## src/rtl/pcie_prp_rx_tag_ctrl_if.sv

```systemverilog
// rtl/pcie_prp_rx_tag_ctrl_if.sv - request, completion and FIFO-write bundle for the PRP rx tag controller
interface pcie_prp_rx_tag_ctrl_if #(
  parameter int P_FIFO_DATA_WIDTH  = 512,
  parameter int P_FIFO_DEPTH_WIDTH = 5,
  parameter int P_TAG_WIDTH        = 2
);
  logic                          req_valid;
  logic [7:6]                    req_len;
  logic                          req_ready;
  logic [P_TAG_WIDTH-1:0]        req_tag;
  logic                          cpld_valid;
  logic [P_TAG_WIDTH-1:0]        cpld_tag;
  logic [P_FIFO_DATA_WIDTH-1:0]  cpld_data;
  logic                          fifo_wr_en;
  logic [P_FIFO_DEPTH_WIDTH-1:0] fifo_wr_addr;
  logic [P_FIFO_DATA_WIDTH-1:0]  fifo_wr_data;
  logic [P_FIFO_DEPTH_WIDTH:0]   fifo_rear_full_addr;
  logic [P_FIFO_DEPTH_WIDTH:0]   fifo_rear_addr;
  logic [7:6]                    fifo_alloc_len;
  logic                          fifo_full_n;
  logic                          tags_idle;
  logic                          err_bad_tag;
  logic                          err_overrun;

  modport slave (
    input  req_valid, req_len, cpld_valid, cpld_tag, cpld_data, fifo_full_n,
    output req_ready, req_tag, fifo_wr_en, fifo_wr_addr, fifo_wr_data,
           fifo_rear_full_addr, fifo_rear_addr, fifo_alloc_len,
           tags_idle, err_bad_tag, err_overrun
  );

  modport master (
    output req_valid, req_len, cpld_valid, cpld_tag, cpld_data, fifo_full_n,
    input  req_ready, req_tag, fifo_wr_en, fifo_wr_addr, fifo_wr_data,
           fifo_rear_full_addr, fifo_rear_addr, fifo_alloc_len,
           tags_idle, err_bad_tag, err_overrun
  );
endinterface

```

## src/rtl/pcie_prp_rx_tag_ctrl.sv

```systemverilog
// rtl/pcie_prp_rx_tag_ctrl.sv - reserves FIFO space per read tag, places CplD beats, commits in order
module pcie_prp_rx_tag_ctrl #(
  parameter int P_FIFO_DATA_WIDTH  = 512,
  parameter int P_FIFO_DEPTH_WIDTH = 5,
  parameter int P_TAG_WIDTH        = 2
) (
  input  logic                  clk_i,
  input  logic                  rst_i,
  pcie_prp_rx_tag_ctrl_if.slave bus
);
  localparam int D  = P_FIFO_DEPTH_WIDTH;
  localparam int NT = 1 << P_TAG_WIDTH;

  logic [NT-1:0]                valid_q, done_q;
  logic [D:0]                   base_q [NT];
  logic [1:0]                   len_q  [NT];
  logic [1:0]                   cnt_q  [NT];
  logic [P_TAG_WIDTH-1:0]       alloc_tag_q, retire_tag_q;
  logic [D:0]                   rear_full_q, rear_q;
  logic                         wr_en_q;
  logic [D-1:0]                 wr_addr_q;
  logic [P_FIFO_DATA_WIDTH-1:0] wr_data_q;
  logic                         err_bad_q, err_ovr_q;

  logic [1:0]             req_len_eff;
  logic                   accept, retire;
  logic                   cpld_hit, cpld_bad, cpld_ovr;
  logic [P_TAG_WIDTH-1:0] ct;
  logic [D:0]             cpld_ptr;

  // A zero length is a protocol violation; reserve one beat so pointers stay sane.
  assign req_len_eff = (bus.req_len == 2'd0) ? 2'd1 : bus.req_len;
  assign ct          = bus.cpld_tag;
  assign accept      = bus.req_valid & bus.fifo_full_n & ~valid_q[alloc_tag_q];
  assign retire      = valid_q[retire_tag_q] & done_q[retire_tag_q];
  assign cpld_bad    = bus.cpld_valid & ~valid_q[ct];
  assign cpld_ovr    = bus.cpld_valid & valid_q[ct] & done_q[ct];
  assign cpld_hit    = bus.cpld_valid & valid_q[ct] & ~done_q[ct];
  assign cpld_ptr    = base_q[ct] + {{(D-1){1'b0}}, cnt_q[ct]};

  // Accept needs an invalid entry, retire and completion writes need valid ones, and a
  // completion write never touches a done entry, so the three updates hit disjoint tags.
  always_ff @(posedge clk_i) begin
    if (rst_i) begin
      for (int i = 0; i < NT; i++) begin
        base_q[i] <= '0;
        len_q[i]  <= '0;
        cnt_q[i]  <= '0;
      end
      valid_q      <= '0;
      done_q       <= '0;
      alloc_tag_q  <= '0;
      retire_tag_q <= '0;
      rear_full_q  <= '0;
      rear_q       <= '0;
      wr_en_q      <= 1'b0;
      wr_addr_q    <= '0;
      err_bad_q    <= 1'b0;
      err_ovr_q    <= 1'b0;
    end else begin
      wr_en_q <= cpld_hit;
      if (cpld_hit) begin
        wr_addr_q  <= cpld_ptr[D-1:0];
        wr_data_q  <= bus.cpld_data;
        cnt_q[ct]  <= cnt_q[ct] + 2'd1;
        if ((cnt_q[ct] + 2'd1) == len_q[ct]) done_q[ct] <= 1'b1;
      end
      if (cpld_bad) err_bad_q <= 1'b1;
      if (cpld_ovr) err_ovr_q <= 1'b1;

      if (accept) begin
        valid_q[alloc_tag_q] <= 1'b1;
        done_q[alloc_tag_q]  <= 1'b0;
        base_q[alloc_tag_q]  <= rear_full_q;
        len_q[alloc_tag_q]   <= req_len_eff;
        cnt_q[alloc_tag_q]   <= 2'd0;
        rear_full_q          <= rear_full_q + {{(D-1){1'b0}}, req_len_eff};
        alloc_tag_q          <= alloc_tag_q + 1'b1;
      end

      if (retire) begin
        rear_q                <= rear_q + {{(D-1){1'b0}}, len_q[retire_tag_q]};
        valid_q[retire_tag_q] <= 1'b0;
        done_q[retire_tag_q]  <= 1'b0;
        cnt_q[retire_tag_q]   <= 2'd0;
        retire_tag_q          <= retire_tag_q + 1'b1;
      end
    end
  end

  assign bus.req_ready           = accept;
  assign bus.req_tag             = alloc_tag_q;
  assign bus.fifo_alloc_len      = bus.req_len;
  assign bus.fifo_wr_en          = wr_en_q;
  assign bus.fifo_wr_addr        = wr_addr_q;
  assign bus.fifo_wr_data        = wr_data_q;
  assign bus.fifo_rear_full_addr = rear_full_q;
  assign bus.fifo_rear_addr      = rear_q;
  assign bus.tags_idle           = ~|valid_q;
  assign bus.err_bad_tag         = err_bad_q;
  assign bus.err_overrun         = err_ovr_q;
endmodule

```

## src/flat_wrapper.sv

```systemverilog
// flat-port wrapper written by rule: the top's interface ports become plain ports
module pcie_prp_rx_tag_ctrl_flat 
#(
  parameter int P_FIFO_DATA_WIDTH  = 512,
  parameter int P_FIFO_DEPTH_WIDTH = 5,
  parameter int P_TAG_WIDTH        = 2
)
  (clk_i, rst_i, bus_req_valid, bus_req_len, bus_cpld_valid, bus_cpld_tag, bus_cpld_data, bus_fifo_full_n, bus_req_ready, bus_req_tag, bus_fifo_wr_en, bus_fifo_wr_addr, bus_fifo_wr_data, bus_fifo_rear_full_addr, bus_fifo_rear_addr, bus_fifo_alloc_len, bus_tags_idle, bus_err_bad_tag, bus_err_overrun);
  pcie_prp_rx_tag_ctrl_if #(.P_FIFO_DATA_WIDTH(P_FIFO_DATA_WIDTH), .P_FIFO_DEPTH_WIDTH(P_FIFO_DEPTH_WIDTH), .P_TAG_WIDTH(P_TAG_WIDTH)) bus_i ();
  input  logic clk_i;
  input  logic rst_i;
  input wire logic [$bits(bus_i.req_valid)-1:0] bus_req_valid;
  input wire logic [$bits(bus_i.req_len)-1:0] bus_req_len;
  input wire logic [$bits(bus_i.cpld_valid)-1:0] bus_cpld_valid;
  input wire logic [$bits(bus_i.cpld_tag)-1:0] bus_cpld_tag;
  input wire logic [$bits(bus_i.cpld_data)-1:0] bus_cpld_data;
  input wire logic [$bits(bus_i.fifo_full_n)-1:0] bus_fifo_full_n;
  output wire logic [$bits(bus_i.req_ready)-1:0] bus_req_ready;
  output wire logic [$bits(bus_i.req_tag)-1:0] bus_req_tag;
  output wire logic [$bits(bus_i.fifo_wr_en)-1:0] bus_fifo_wr_en;
  output wire logic [$bits(bus_i.fifo_wr_addr)-1:0] bus_fifo_wr_addr;
  output wire logic [$bits(bus_i.fifo_wr_data)-1:0] bus_fifo_wr_data;
  output wire logic [$bits(bus_i.fifo_rear_full_addr)-1:0] bus_fifo_rear_full_addr;
  output wire logic [$bits(bus_i.fifo_rear_addr)-1:0] bus_fifo_rear_addr;
  output wire logic [$bits(bus_i.fifo_alloc_len)-1:0] bus_fifo_alloc_len;
  output wire logic [$bits(bus_i.tags_idle)-1:0] bus_tags_idle;
  output wire logic [$bits(bus_i.err_bad_tag)-1:0] bus_err_bad_tag;
  output wire logic [$bits(bus_i.err_overrun)-1:0] bus_err_overrun;
  assign bus_i.req_valid = bus_req_valid;
  assign bus_i.req_len = bus_req_len;
  assign bus_i.cpld_valid = bus_cpld_valid;
  assign bus_i.cpld_tag = bus_cpld_tag;
  assign bus_i.cpld_data = bus_cpld_data;
  assign bus_i.fifo_full_n = bus_fifo_full_n;
  assign bus_req_ready = bus_i.req_ready;
  assign bus_req_tag = bus_i.req_tag;
  assign bus_fifo_wr_en = bus_i.fifo_wr_en;
  assign bus_fifo_wr_addr = bus_i.fifo_wr_addr;
  assign bus_fifo_wr_data = bus_i.fifo_wr_data;
  assign bus_fifo_rear_full_addr = bus_i.fifo_rear_full_addr;
  assign bus_fifo_rear_addr = bus_i.fifo_rear_addr;
  assign bus_fifo_alloc_len = bus_i.fifo_alloc_len;
  assign bus_tags_idle = bus_i.tags_idle;
  assign bus_err_bad_tag = bus_i.err_bad_tag;
  assign bus_err_overrun = bus_i.err_overrun;
  pcie_prp_rx_tag_ctrl #(.P_FIFO_DATA_WIDTH(P_FIFO_DATA_WIDTH), .P_FIFO_DEPTH_WIDTH(P_FIFO_DEPTH_WIDTH), .P_TAG_WIDTH(P_TAG_WIDTH)) u_core (.clk_i(clk_i), .rst_i(rst_i), .bus(bus_i));
endmodule
```

## config.mk

```make
export PLATFORM = sky130hd
export DESIGN_NAME = pcie_prp_rx_tag_ctrl_flat
export DESIGN_NICKNAME = d
export VERILOG_FILES = /design/src/rtl/pcie_prp_rx_tag_ctrl_if.sv /design/src/rtl/pcie_prp_rx_tag_ctrl.sv /design/src/flat_wrapper.sv
export SDC_FILE = /design/constraint.sdc
export NUM_CORES = 1
export LEC_CHECK = 0
export BUFFER_PORTS_ARGS = -buffer_cell sky130_fd_sc_hd__buf_2
export CORE_AREA = 2 2 408 410
export DETAILED_ROUTE_END_ITERATION = 8
export DIE_AREA = 0 0 410 412
export SYNTH_ARGS = -nofsm -noshare
export SYNTH_HDL_FRONTEND = slang
export SYNTH_SLANG_ARGS = --single-unit
```

## constraint.sdc

```tcl
create_clock -name clk_i -period 22.8 [get_ports clk_i]
set_input_delay 0 -clock clk_i [delete_from_list [all_inputs] [get_ports clk_i]]
set_output_delay 0 -clock clk_i [all_outputs]
set_load 0.05 [all_outputs]
```

Word-level counts from Yosys, hierarchy flattened --
Memories as Yosys holds them, arrays and structs flattened. A register that Yosys moved wholly into a read port is not among the register bits. Cells that the tools add are included.
Storage, ports and cells: memories kept 3, logic and storage cells 111, register bits 544, output and inout bits 538, memory bits (writable) 40, input port bits 521
Memories:
- u_core.base_q | words 4, bits a word 6, rd ports 1, clocked after Yosys merged registers in 0, write ports 4, line pcie_prp_rx_tag_ctrl.sv:15 | logic [D:0] base_q [NT];
- u_core.cnt_q | words 4, bits a word 2, rd ports 1, clocked after Yosys merged registers in 0, write ports 4, line pcie_prp_rx_tag_ctrl.sv:17 | logic [1:0] cnt_q [NT];
- u_core.len_q | words 4, bits a word 2, rd ports 2, clocked after Yosys merged registers in 1, write ports 4, line pcie_prp_rx_tag_ctrl.sv:16 | logic [1:0] len_q [NT];
Operators by class: add/sub/neg operators 6, bitwise operators 18, muxes and demuxes 54, equality and inequality tests 1, $lt $le $gt $ge 6, reductions and logical operators 12
Operators by type and width (number):
- 4-bit two-way mux | 9
- 1-bit two-way mux | 24
- 2-bit two-way mux | 12
- 6-bit by 2-bit adder with 6-bit output | 2
- 4-bit AND | 3
- 1-bit binary-select mux with 2-bit select | 5
- 2-bit by 3-bit < comparator with 1-bit output (second input constant) | 3
- 4-bit inverter | 2
- 4-bit OR | 2
- 2-bit OR reduction | 4
- 1-bit AND | 7
- 2-bit by 1-bit adder with 2-bit output (second input constant) | 3
- 1-bit demux with 2-bit select | 3
- 2-bit by 1-bit greater-or-equal comparator with 1-bit output (second input constant) | 3
- 6-bit two-way mux | 1
- 6-bit OR reduction | 1
- 5-bit by 2-bit adder with 5-bit output | 1
- 1-bit inverter | 4
- 4-bit OR reduction | 1
- 1-bit logical AND | 3
- 2-bit == test | 1
- 2-bit zero test | 1
- 2-bit AND reduction | 1
- 1-bit zero test | 1

Depth between registers and ports, before layout --
word-level depth 13, gate-level depth with buffers 8, mapped depth without buffers 8

Least setup slack after synthesis --
Ideal clock, no wire load.
path type reg-to-reg, from register u_core.valid_q[1], to register u_core.wr_data_q[0] (netlist: u_core.bus.fifo_wr_data[0]) (enable), cell stages (with the launch flop) 6, slack -2275 ps, arrival time 23621 ps, period minus slack after synthesis 25075 ps, buffers on the path 1, library setup time 1454 ps, cells stage by stage dfxtp_1 > clkbuf_2 > mux2_2 > nand3b_1 > a21oi_2 > nor2b_1
On the way: longest elaborated chain between the ends 5
Ends and longest elaborated chain:
- from (decl) | line pcie_prp_rx_tag_ctrl.sv:14 | logic [NT-1:0] valid_q, done_q;
- from (signal assigned) | line pcie_prp_rx_tag_ctrl.sv:50 | valid_q <= '0;
- from (signal, indexed assignment) | line pcie_prp_rx_tag_ctrl.sv:72 | valid_q[alloc_tag_q] <= 1'b1;
- from (signal, indexed assignment) | line pcie_prp_rx_tag_ctrl.sv:83 | valid_q[retire_tag_q] <= 1'b0;
- 1-bit binary-select mux with 2-bit select | line pcie_prp_rx_tag_ctrl.sv:38 | assign cpld_hit = bus.cpld_valid & valid_q[ct] & ~done_q[ct];
- 1-bit two-way mux (not written as such) | line pcie_prp_rx_tag_ctrl.sv:38
- 1-bit AND (2 in series) | line pcie_prp_rx_tag_ctrl.sv:38
- 2-bit AND reduction (no line)
- to (signal assigned) | line pcie_prp_rx_tag_ctrl.sv:64 | wr_data_q <= bus.cpld_data;
- to (decl) | line pcie_prp_rx_tag_ctrl.sv:22 | logic [P_FIFO_DATA_WIDTH-1:0] wr_data_q;
No other way between the ends. The select of a mux whose other input is x is not followed. A chain may end at the register's enable or synchronous reset.

Worst setup path in the final report --
from register u_core.valid_q[1], to register u_core.wr_data_q[301] (netlist: u_core.bus.fifo_wr_data[301]) (enable)
Same word-level chain as after synthesis.

==> results.ini <==
[placed_design]
place_congestion=0.897
placed_cells=4060
portBuffers=1058
place_area_sq_um=26900
dp_hpwl_um=98300

[floorplan]
die_y_um=412
start_util_pct=11.5
fp.dieW_um=410
core-area_sq_um=164000
io_pins=1059
std_cell_rows=149
die-area_sq_um=169000

[synth]
netlist_top_cells_area=edfxtp_1, dfxtp_1, mux4_2
synth-async-reset-ratio_pct=0
synth.avg_cell_area_sq_um=23.0
synth_most_common_cell=edfxtp_1
netlist_area_sq_um=18900
ys_ff_latch=582
ys_seq_area_share_pct=90.4
synth-edff-count=540
synthFlopType=edfxtp_1
synth_top_area_share_pct=85.9
yosys.area.top_type=edfxtp_1
ys_types=43
yosysWarnings=0
syn_nets=1357
syn_inst=819
ys_top_cells_by_count=edfxtp_1, dfxtp_1, nor2_1

[grt]
grt_pass1_wl_um=155000
grt_max_degree=77
grt_pass1_vias=16900
antenna_found_initial=120
track_usage_pct=14.0
grt_overflow_total=0

[sta]
final-setup-viol-count=0
setup_tns_ps=0
finalHoldViolCount=0
fmax_mhz=161
skew_ps=32.6
period_minus_slack_ps=6230
worstMarginPinSlew_ps=957
slew_headroom_pct=36.2
period_share_pct=27.3
finalMaxSlewViolations=0
rsz0062_at_grt=false

[route]
drc=0
antenna_left=0
drt-initial-drc-count=914
vias_per_cell=3.24
first_pass_iters=5
routed_wl_um=124000
wire_per_inst_um=24.7
num_vias=16300

[cells_and_area]
layout.cells.non_filler=5031
drive_gt1_share_pct=43.0
nets=3290
final_util_pct=22.8
area_growth_pct=98.3
fin_area_sq_um=37400

[setup_path]
rr_worst_depth=9
crit_type=register to register
crit_arrival_ps=6520
cp-start-kind=register
cp-end-kind=register
cp_max_fo=74
worstPathRequired_ps=23100

[clock_network]
clk_path_buf_depth=3
cts_tree=done
h-tree-depth=3
clk_pin_slew_worst_paths_ps=60
cts_setup_buffers=0
clock-sinks=582
numCtsBuffers=76
root_buffer=clkbuf_16
clkLatencyLatePin_ps=680

[pwr]
power_leakage_uw=0.0146
ir_drop_mv=0.0647
powerDensity_nw_per_um2=70.0

[status]
status=finished clean

[worst_hold_path]
holdPathStages=2
hold_path.class=input pin to register

[flow_run]
maxCapViolCount=0

layout by cell type, fill, tap and decap left out, types with 13 or more instances in the layout:
cell type / n
a21oi_1: 16
and2_1: 25
buf_2: 1058
clkbuf_1: 13
clkbuf_16: 78
dfxtp_1: 42
diode_2: 34
dlygate4sd3_1: 803
edfxtp_1: 540
ha_1: 14
mux4_2: 13
nor2_1: 38
xnor2_1: 15
cells by family (layout without fill, tap and decap cells):
group / after synthesis / after routing / synth area share [%]
flops: 582 / 582 / 90.4
compound gates: 37 / 37 / 1.37
fa+ha+maj: 17 / 17 / 1.25
xor+xnor: 17 / 17 / 0.789
mux: 24 / 24 / 2.15
buf+inv: 24 / 2013 / 0.690
simple gates: 118 / 118 / 3.36
other cells: 0 / 34 / 0
metrics by stage:
stage                     power, uW  setup WS [ps]  hold WS, ps
after detailed placement       1320          16350          178
after global placement         1320          16560          176
final                          2620          16570         61.6
after global routing           2720          16020         24.6
after floorplan                1260           7680         98.9
after CTS                      2670          16410        0.150
path summary, 6_finish.rpt:
| path | from | end | slack (ps) |
|---|---|---|---|
| max | u_core.valid_q[1]$_SDFF_PP0_ | u_core.bus.fifo_wr_data[301]$_DFFE_PN_ | 16570 |
| min | bus_cpld_data[508] | u_core.bus.fifo_wr_data[508]$_DFFE_PN_ | 60 |
| max reg2reg | u_core.valid_q[1]$_SDFF_PP0_ | u_core.bus.fifo_wr_data[301]$_DFFE_PN_ | 16570 |
| min reg2reg | u_core.bus.fifo_rear_addr[0]$_SDFFE_PP0P_ | u_core.bus.fifo_rear_addr[0]$_SDFFE_PP0P_ | 480 |
routing by layer:
metal,vias up,part of all wire [%],GRT usage (%)
met4,50,6.0,8.18
met5,-,0.27,0.170
li1,7131,-,-
met1,7899,38,15.8
met3,243,10,5.30
met2,994,46,22.5
registers in the layout, summed over array words and instances (netlist names), 2 cells and up, named ones only:
signal	count
u_core.done_q	4
u_core.bus.fifo_wr_data	512
u_core.bus.fifo_wr_addr	5
u_core.bus.fifo_rear_addr	6
u_core.valid_q	4
u_core.base_q	20
u_core.len_q	8
u_core.bus.req_tag	2
u_core.bus.fifo_rear_full_addr	6
u_core.retire_tag_q	2
u_core.cnt_q	8
worst max-delay path: stages, from the launching register on:
cell and delay, ps:
dfxtp_1 490, mux2_2 230, nand3b_1 190, a21oi_2 520
nor2b_4 450, buf_4 660, buf_4 680, buf_4 780
buf_4 750, buf_4 870
power breakdown:
| group | switching, uW | internal, uW |
|---|---|---|
| logic | 108 | 135 |
| clock network | 520 | 673 |
| registers | 5.79 | 1180 |
area by class of cell:
type                       instances  area, sq um
clock inverter                    42          404
sequential                       582        17100
antenna                           34         85.1
fill                           17300       127000
clock buffer                      92         2010
multi-input combinational        213         1690
tap                             2189         2740
timing repair buffer            1869        13400
inverter                          10         37.5
repair_timing:
action,CTS,global route
gates resized for setup,0,0
hold buffers,803,0
endpoints found under the hold margin,561,0
(Power assumes the default switching activity.)
